### src/rtl/sys_ctrl.sv
// Command sequencer: decodes framed UART byte commands into register-file
// accesses and ALU operations, and returns read data / ALU results to the TX FIFO.
module sys_ctrl #(
    parameter int DATA_W = 8,
    parameter int ADDR_W = 4,
    parameter int ALU_W  = 2 * DATA_W
) (
    input  logic              Clk,
    input  logic              Rst,
    input  logic [DATA_W-1:0] RX_P_DATA,
    input  logic              RX_D_VLD,
    input  logic [DATA_W-1:0] RdData,
    input  logic              Rd_dataValid,
    input  logic [ALU_W-1:0]  ALU_OUT,
    input  logic              ALU_OUT_Valid,
    input  logic              FIFO_FULL,
    output logic              WrEn,
    output logic              RdEn,
    output logic [ADDR_W-1:0] Address,
    output logic [DATA_W-1:0] WrData,
    output logic              ALU_EN,
    output logic [3:0]        ALU_FUN,
    output logic              CLK_GATE_EN,
    output logic [DATA_W-1:0] TX_P_DATA,
    output logic              TX_D_VLD
);

    localparam logic [DATA_W-1:0] CMD_WR     = DATA_W'(8'hAA);
    localparam logic [DATA_W-1:0] CMD_RD     = DATA_W'(8'hBB);
    localparam logic [DATA_W-1:0] CMD_ALU_OP = DATA_W'(8'hCC);
    localparam logic [DATA_W-1:0] CMD_ALU_NO = DATA_W'(8'hDD);

    typedef enum logic [3:0] {
        S_IDLE, S_WR_ADDR, S_WR_DATA, S_RD_ADDR, S_RD_WAIT, S_RD_SEND,
        S_ALU_A, S_ALU_B, S_ALU_FUN, S_ALU_WAIT, S_TX_LO, S_TX_HI
    } state_t;

    state_t              state_q;
    logic [ADDR_W-1:0]   addr_q;
    logic [DATA_W-1:0]   rd_q;
    logic [ALU_W-1:0]    alu_q;

    always_ff @(posedge Clk or negedge Rst) begin
        if (!Rst) begin
            state_q     <= S_IDLE;
            addr_q      <= '0;
            rd_q        <= '0;
            alu_q       <= '0;
            WrEn        <= 1'b0;
            RdEn        <= 1'b0;
            Address     <= '0;
            WrData      <= '0;
            ALU_EN      <= 1'b0;
            ALU_FUN     <= '0;
            CLK_GATE_EN <= 1'b0;
            TX_P_DATA   <= '0;
            TX_D_VLD    <= 1'b0;
        end else begin
            // NOTE: strobes default low every cycle so each assertion below is a single-cycle pulse.
            WrEn     <= 1'b0;
            RdEn     <= 1'b0;
            ALU_EN   <= 1'b0;
            TX_D_VLD <= 1'b0;

            case (state_q)
                S_IDLE: begin
                    if (RX_D_VLD) begin
                        case (RX_P_DATA)
                            CMD_WR:     state_q <= S_WR_ADDR;
                            CMD_RD:     state_q <= S_RD_ADDR;
                            CMD_ALU_OP: state_q <= S_ALU_A;
                            CMD_ALU_NO: state_q <= S_ALU_FUN;
                            default:    state_q <= S_IDLE;
                        endcase
                    end
                end
                S_WR_ADDR: begin
                    if (RX_D_VLD) begin
                        addr_q  <= RX_P_DATA[ADDR_W-1:0];
                        state_q <= S_WR_DATA;
                    end
                end
                S_WR_DATA: begin
                    if (RX_D_VLD) begin
                        WrEn    <= 1'b1;
                        Address <= addr_q;
                        WrData  <= RX_P_DATA;
                        state_q <= S_IDLE;
                    end
                end
                S_RD_ADDR: begin
                    if (RX_D_VLD) begin
                        RdEn    <= 1'b1;
                        Address <= RX_P_DATA[ADDR_W-1:0];
                        state_q <= S_RD_WAIT;
                    end
                end
                S_RD_WAIT: begin
                    if (Rd_dataValid) begin
                        rd_q    <= RdData;
                        state_q <= S_RD_SEND;
                    end
                end
                S_RD_SEND: begin
                    if (!FIFO_FULL) begin
                        TX_D_VLD  <= 1'b1;
                        TX_P_DATA <= rd_q;
                        state_q   <= S_IDLE;
                    end
                end
                // Operands land in REG0/REG1, where the ALU reads them.
                S_ALU_A: begin
                    if (RX_D_VLD) begin
                        WrEn    <= 1'b1;
                        Address <= '0;
                        WrData  <= RX_P_DATA;
                        state_q <= S_ALU_B;
                    end
                end
                S_ALU_B: begin
                    if (RX_D_VLD) begin
                        WrEn    <= 1'b1;
                        Address <= ADDR_W'(1);
                        WrData  <= RX_P_DATA;
                        state_q <= S_ALU_FUN;
                    end
                end
                S_ALU_FUN: begin
                    if (RX_D_VLD) begin
                        ALU_EN      <= 1'b1;
                        ALU_FUN     <= RX_P_DATA[3:0];
                        CLK_GATE_EN <= 1'b1;
                        state_q     <= S_ALU_WAIT;
                    end
                end
                S_ALU_WAIT: begin
                    if (ALU_OUT_Valid) begin
                        alu_q       <= ALU_OUT;
                        CLK_GATE_EN <= 1'b0;
                        state_q     <= S_TX_LO;
                    end
                end
                S_TX_LO: begin
                    if (!FIFO_FULL) begin
                        TX_D_VLD  <= 1'b1;
                        TX_P_DATA <= alu_q[DATA_W-1:0];
                        state_q   <= S_TX_HI;
                    end
                end
                S_TX_HI: begin
                    if (!FIFO_FULL) begin
                        TX_D_VLD  <= 1'b1;
                        TX_P_DATA <= alu_q[DATA_W +: DATA_W];
                        state_q   <= S_IDLE;
                    end
                end
                default: state_q <= S_IDLE;
            endcase
        end
    end

endmodule

### config.mk
export PLATFORM = sky130hd
export DESIGN_NAME = sys_ctrl
export DESIGN_NICKNAME = d
export VERILOG_FILES = /design/src/rtl/sys_ctrl.sv
export SDC_FILE = /design/constraint.sdc
export NUM_CORES = 1
export LEC_CHECK = 0
export ABC_AREA = 0
export CORE_ASPECT_RATIO = 1.2
export CORE_MARGIN = 4
export CORE_UTILIZATION = 42
export CTS_BUF_LIST = sky130_fd_sc_hd__clkbuf_4 sky130_fd_sc_hd__clkbuf_8
export CTS_CLUSTER_SIZE = 16
export DETAILED_ROUTE_END_ITERATION = 12
export PLACE_DENSITY = 0.7
export SKIP_LAST_GASP = 1
export SLEW_MARGIN = 0
export SYNTH_ARGS = -nofsm -noshare
export SYNTH_HDL_FRONTEND = slang
export SYNTH_SLANG_ARGS = --single-unit
### constraint.sdc
create_clock -name Clk -period 1.5 [get_ports Clk]
set_input_delay 0.225 -clock Clk [delete_from_list [all_inputs] [get_ports Clk]]
set_output_delay 0.225 -clock Clk [all_outputs]
set_load 0.02 [all_outputs]
; After elaboration in Yosys (flattened, before gate mapping)
; Index checks and enable logic that the tools add are counted.
[word_totals]
ff_bits = 61
in_bits = 38
output_inout_bits = 29
elab_cells = 87
[op_classes]
n_eq_ne = 28
n_mux = 30
n_reduce_logical = 16
[ops]
columns = operator, count
row1 = $mux W4, 14
row2 = $pmux W4 S11, 1
row3 = $eq A8 B8 Y1 const B, 4
row4 = $pmux W4 S4, 2
row5 = $ne A2 B2 Y1 const B, 13
row6 = $mux W8, 3
row7 = $pmux W8 S3, 1
row8 = $eq A4 B3 Y1 const B, 4
row9 = $eq A4 B4 Y1 const B, 4
row10 = $reduce_and A11 Y1, 1
row11 = $reduce_and A2 Y1, 5
row12 = $eq A4 B2 Y1 const B, 2
row13 = $mux W1, 8
row14 = $reduce_or A3 Y1, 2
row15 = $reduce_and A5 Y1, 1
row16 = $eq A4 B1 Y1 const B, 1
row17 = $logic_not A4 Y1, 1
row18 = $reduce_and A4 Y1, 1
row19 = $reduce_bool A4 Y1, 1
row20 = $reduce_and A3 Y1, 1
row21 = $reduce_bool A3 Y1, 1
row22 = $pmux W1 S2, 1
row23 = $reduce_bool A2 Y1, 1
row24 = $reduce_or A2 Y1, 1

; Longest topological paths before layout
[depth]
word_depth = 4
mapped_depth = 6
ltp_nobuf = 4

; Worst setup path before layout
; No wires, ideal clock.
[synth_path]
kind = register to register
startpoint = reg state_q[0]
endpoint = reg state_q[0]
setup_time_ps = 124
arrival_time_ps = 1362
required_ps = 1376
setup_slack_ps = 14
path_stages_with_launch = 5
n_path_buf = 0
period_less_slack_ps = 1486
cell_sequence = dfrtp_1 -> or4b_1 -> a21o_1 -> a41o_1 -> o31a_1
[synth_between]
elab_chain_cells = 4
word_cells_on_any_way = 26
cone_classes = eq/ne: 22 / mux: 1 / reduce/logical: 3
[synth_lines]
columns = item, line
row1 = "start, declared", 38  ; state_t state_q;
row2 = "start signal, assigned", 45  ; state_q <= S_IDLE;
row3 = "start signal, assigned", 69  ; CMD_WR: state_q <= S_WR_ADDR;
row4 = "start signal, assigned", 70  ; CMD_RD: state_q <= S_RD_ADDR;
row5 = $eq A4 B4 Y1 or $eq A4 B3 Y1 (tied branches), 65  ; case (state_q)
row6 = $reduce_or A2 Y1 (no line), -
row7 = $ne A2 B2 Y1 (no line), -
row8 = $reduce_and A11 Y1 (no line), -
; Parallel ways exist; a longest one is shown, timed or not.
; A chain may end at the register's enable or synchronous reset.

; Worst setup path in the final report
[layout_path]
startpoint = reg state_q[1]
endpoint = reg state_q[0]
; Same word-level chain as after synthesis.

==> impl_results.md <==
- Switching Fraction: 34.3%
- Worst reg-to-reg setup slack: -0.06 ns
- Critical path endpoint category: flip-flop
- R2R Path Start: state_q[1]
- Mapped Cells: 221
- Num CTS Buffers: 9
- # port buffers: 66
- Largest net degree at the start of global routing: 62
- Finished Layout Cells: 428
- Syn avg cell area: around 12 um2
- Initial DRC Count: 81
- I/O pin count: 67
- Critical Path, Cell by Cell: or4b_1 > a21o_1 > a41o_1 > o31a_1
- Antenna violations before repair: 0
- Worst hold-check path type: in2async
- Post-synth EDFFs: 0
- Share of cells above drive strength 1: about 38%
- WHS: 0.412 ns
- P_int: 4740 uW
- Placed instance area: 3750 um2
- WP data arrival: ~1.8 ns
- GRT Util Overall: 18.1%
- Core Box Area: 6170 um2
- Main synth FF type: dfrtp_1
- N_diodes: 0
- CTS sink cnt: 61
- Worst VDD drop: 0.00101 V
- Clk buf depth: 2
- Post-DRT Antenna Nets: 0
- Critical-path maximum fanout: 7
- Drt total wl: 6.95 mm
- CTS Root Cell: clkbuf_8
- Hpwl dp: 4.50 mm
- Pwr Density: about 1700 nW/um2
- Register area: 1530 um2
- CP Data Required Time: 1.72 ns
- Combinational Power Share: 42.3%
- Slew margin rel.: 77.6%
- DRC: 0
- Yosys top cell area share: 56.3%
- Area grow syn2layout: 56.5%
- Total gr overflow: 0
- Ys Warns: 0
- Max cap viols: 0
- Synthesized flop and latch total: slightly above 60
- Fillers: around 470
- Sequential-to-total area share from yosys stat: 56.3%
- CP max-delay cell: or4b_1
- CP max stage delay: 0.52 ns
- Clock Pin Slew Worst Setup and Hold Paths: 0.07 ns
- Failing checks: setup timing
- Area of the multi-input gates: between 1000 and 1500 um2
- Final worst path period share: 104%
- Min Tclk post-route: 1.56 ns
- CP Class: reg2reg
- First-pass GRT wire length: 10.6 mm
- WL/cell: around 16 um
- Final Wtd Congestion: 0.852
- Leakage: 0.00209 uW
- Clock latency at the later pin of the worst-skew pair: approximately 0.34 ns
- Ys async rst share: 100%
- Number of global-route vias before repair: approximately 2200
- Crit path buffers/inverters: 0
- Worst-margin pin slew: 0.336 ns
- Via count: around 2200
- DIE HEIGHT: around 96 um
- Top area cells in the synthesized netlist: dfrtp_1 (56%), mux2_2 (17%), mux2i_1 (3.0%)
- Endpoints failing hold: 0
- CTS tree: done
- Startpoint Class: flip-flop
- Final instance area: 4250 um2
- Die footprint: 7810 um2
- Clk network pwr share: 20.9%
- Final core area utilization: 68.8%
- Net switching power: 2480 uW
- Post-layout net count: between 300 and 400
- Max H-tree Level: 3
- Final setup skew: approximately 0.011 ns
- TritonRoute pass-1 iters: 4
- Seq pwr share: 36.8%
- Cell Area, Synth: 2710 um2
- Largest area contributor in the netlist: dfrtp_1
- Die Wd: approximately 81 um
- Initial core utilization: a little over two fifths
- Final setup margin: -0.0567 ns
- Fmax: 0.642 GHz
- Worst path top cell family by delay: simple AND/OR/NAND/NOR gates
- Slew Viols, Final: 0
- Via density per instance: 5.06
- Status: finished with violations
- Final setup viols: 13
- Total power draw: about 7200 uW
- Worst Setup SP: state_q[1]
- Syn nets: 259
- Row count: 31
- Netlist cell types: between 40 and 50
- RSZ-0062 raised after global routing: true
- Post-Place Cells: approximately 400
-- timing repair --
action	in CTS	in global routing
hold buffers	1	0
setup buffers	3	8
endpoints found under the setup margin	58	58
gates cloned	0	3
gates resized for setup	34	42
endpoints found under the hold margin	61	0
pin swaps	4	3
-- placed cells by master (no fill, tap or decap), drive strengths merged, types with 2 or more instances in the layout --
cell	instances
dfrtp	61
buf	48
mux2	40
clkdlybuf4s50	36
dlygate4sd2	27
nand2	18
o21ai	17
nor2	13
clkbuf	13
a21oi	12
mux2i	8
inv	5
nand3	4
and3	4
a22oi	3
and2b	2
nand2b	2
a31oi	2
o2bb2ai	2
dlymetal6s2s	2
nor2b	2
clkinv	2
-- flip-flops by register name, indices dropped and copies added, names as in the netlist --
signal	flops
CLK_GATE_EN	1
RdEn	1
alu_q	16
WrData	8
Address	4
TX_D_VLD	1
ALU_FUN	4
ALU_EN	1
WrEn	1
addr_q	4
TX_P_DATA	8
rd_q	8
state_q	4
-- logic make-up after synthesis --
group | share of synthesized area [%]
flops | 56.3
simple gates | 11.4
mux | 19.6
buf+inv | 2.08
compound gates | 10.7
-- tightest hold or removal path: cells and delay by family --
kind     cells  cell delay, ns
buf+inv      3            0.91
-- metal layers --
metal  global-route usage, %  vias up  share of wire (%)
li1                        -     1043                  -
met3                    5.34        7                5.1
met1                    23.9     1066                 44
met5                       0        -                  0
met4                    6.76        0                1.3
met2                    28.0       50                 50
-- area by class of cell --
| type | instances | area share [%] |
|---|---|---|
| Clock buffer | 10 | 3.24 |
| Timing Repair Buffer | 117 | 26.5 |
| Inverter | 3 | 0.265 |
| Sequential cell | 61 | 36.1 |
| Tap cell | 82 | 2.42 |
| Clock inverter | 6 | 1.62 |
| Multi-Input combinational cell | 149 | 29.9 |
-- stage by stage --
| stage | TNS (ns) | setup WS (ns) |
|---|---|---|
| 2_1_floorplan | 0 | 0.0136 |
| 3_3_place_gp | -3.50 | -0.275 |
| 3_5_place_dp | -4.04 | -0.283 |
| 4_1_cts | -0.0430 | -0.0254 |
| 5_1_grt | -1.91 | -0.0984 |
| 6_report | -0.302 | -0.0567 |
-- worst paths after layout --
| kind | cells past startpoint | end |
|---|---|---|
| worst max-delay path | 4 | state_q[0] |
| worst min-delay path | 3 | RdEn |
| worst max register to register | 4 | state_q[0] |
| worst min register to register | 2 | TX_P_DATA[6] |
| max in group asynchronous | 3 | state_q[1] |
| min in group Clk | 2 | TX_P_DATA[6] |
-- power by group through the flow --
stage | Clock, uW | Combinational, uW | Sequential, uW
after floorplan | 0 | 1220 | 2980
after global placement | 0 | 2820 | 2640
after detailed placement | 0 | 2870 | 2660
after CTS | 1550 | 2730 | 2630
after global routing | 1650 | 3320 | 2750
final | 1510 | 3050 | 2660
-- synth_stat cells, types with 2 or more instances --
| library cell | n |
|---|---|
| nor2b_1 | 2 |
| nand2_1 | 17 |
| dfrtp_1 | 61 |
| o21ai_0 | 15 |
| nand3_1 | 3 |
| o2bb2ai_1 | 2 |
| buf_4 | 2 |
| and3_1 | 4 |
| a31oi_1 | 2 |
| and2b_1 | 2 |
| mux2_2 | 40 |
| o21ai_1 | 2 |
| buf_2 | 6 |
| a21oi_1 | 11 |
| nand2b_1 | 2 |
| a22oi_1 | 3 |
| mux2i_1 | 8 |
| nor2_1 | 13 |
| inv_1 | 3 |
Note: power is estimated with default switching activity, not from simulation.
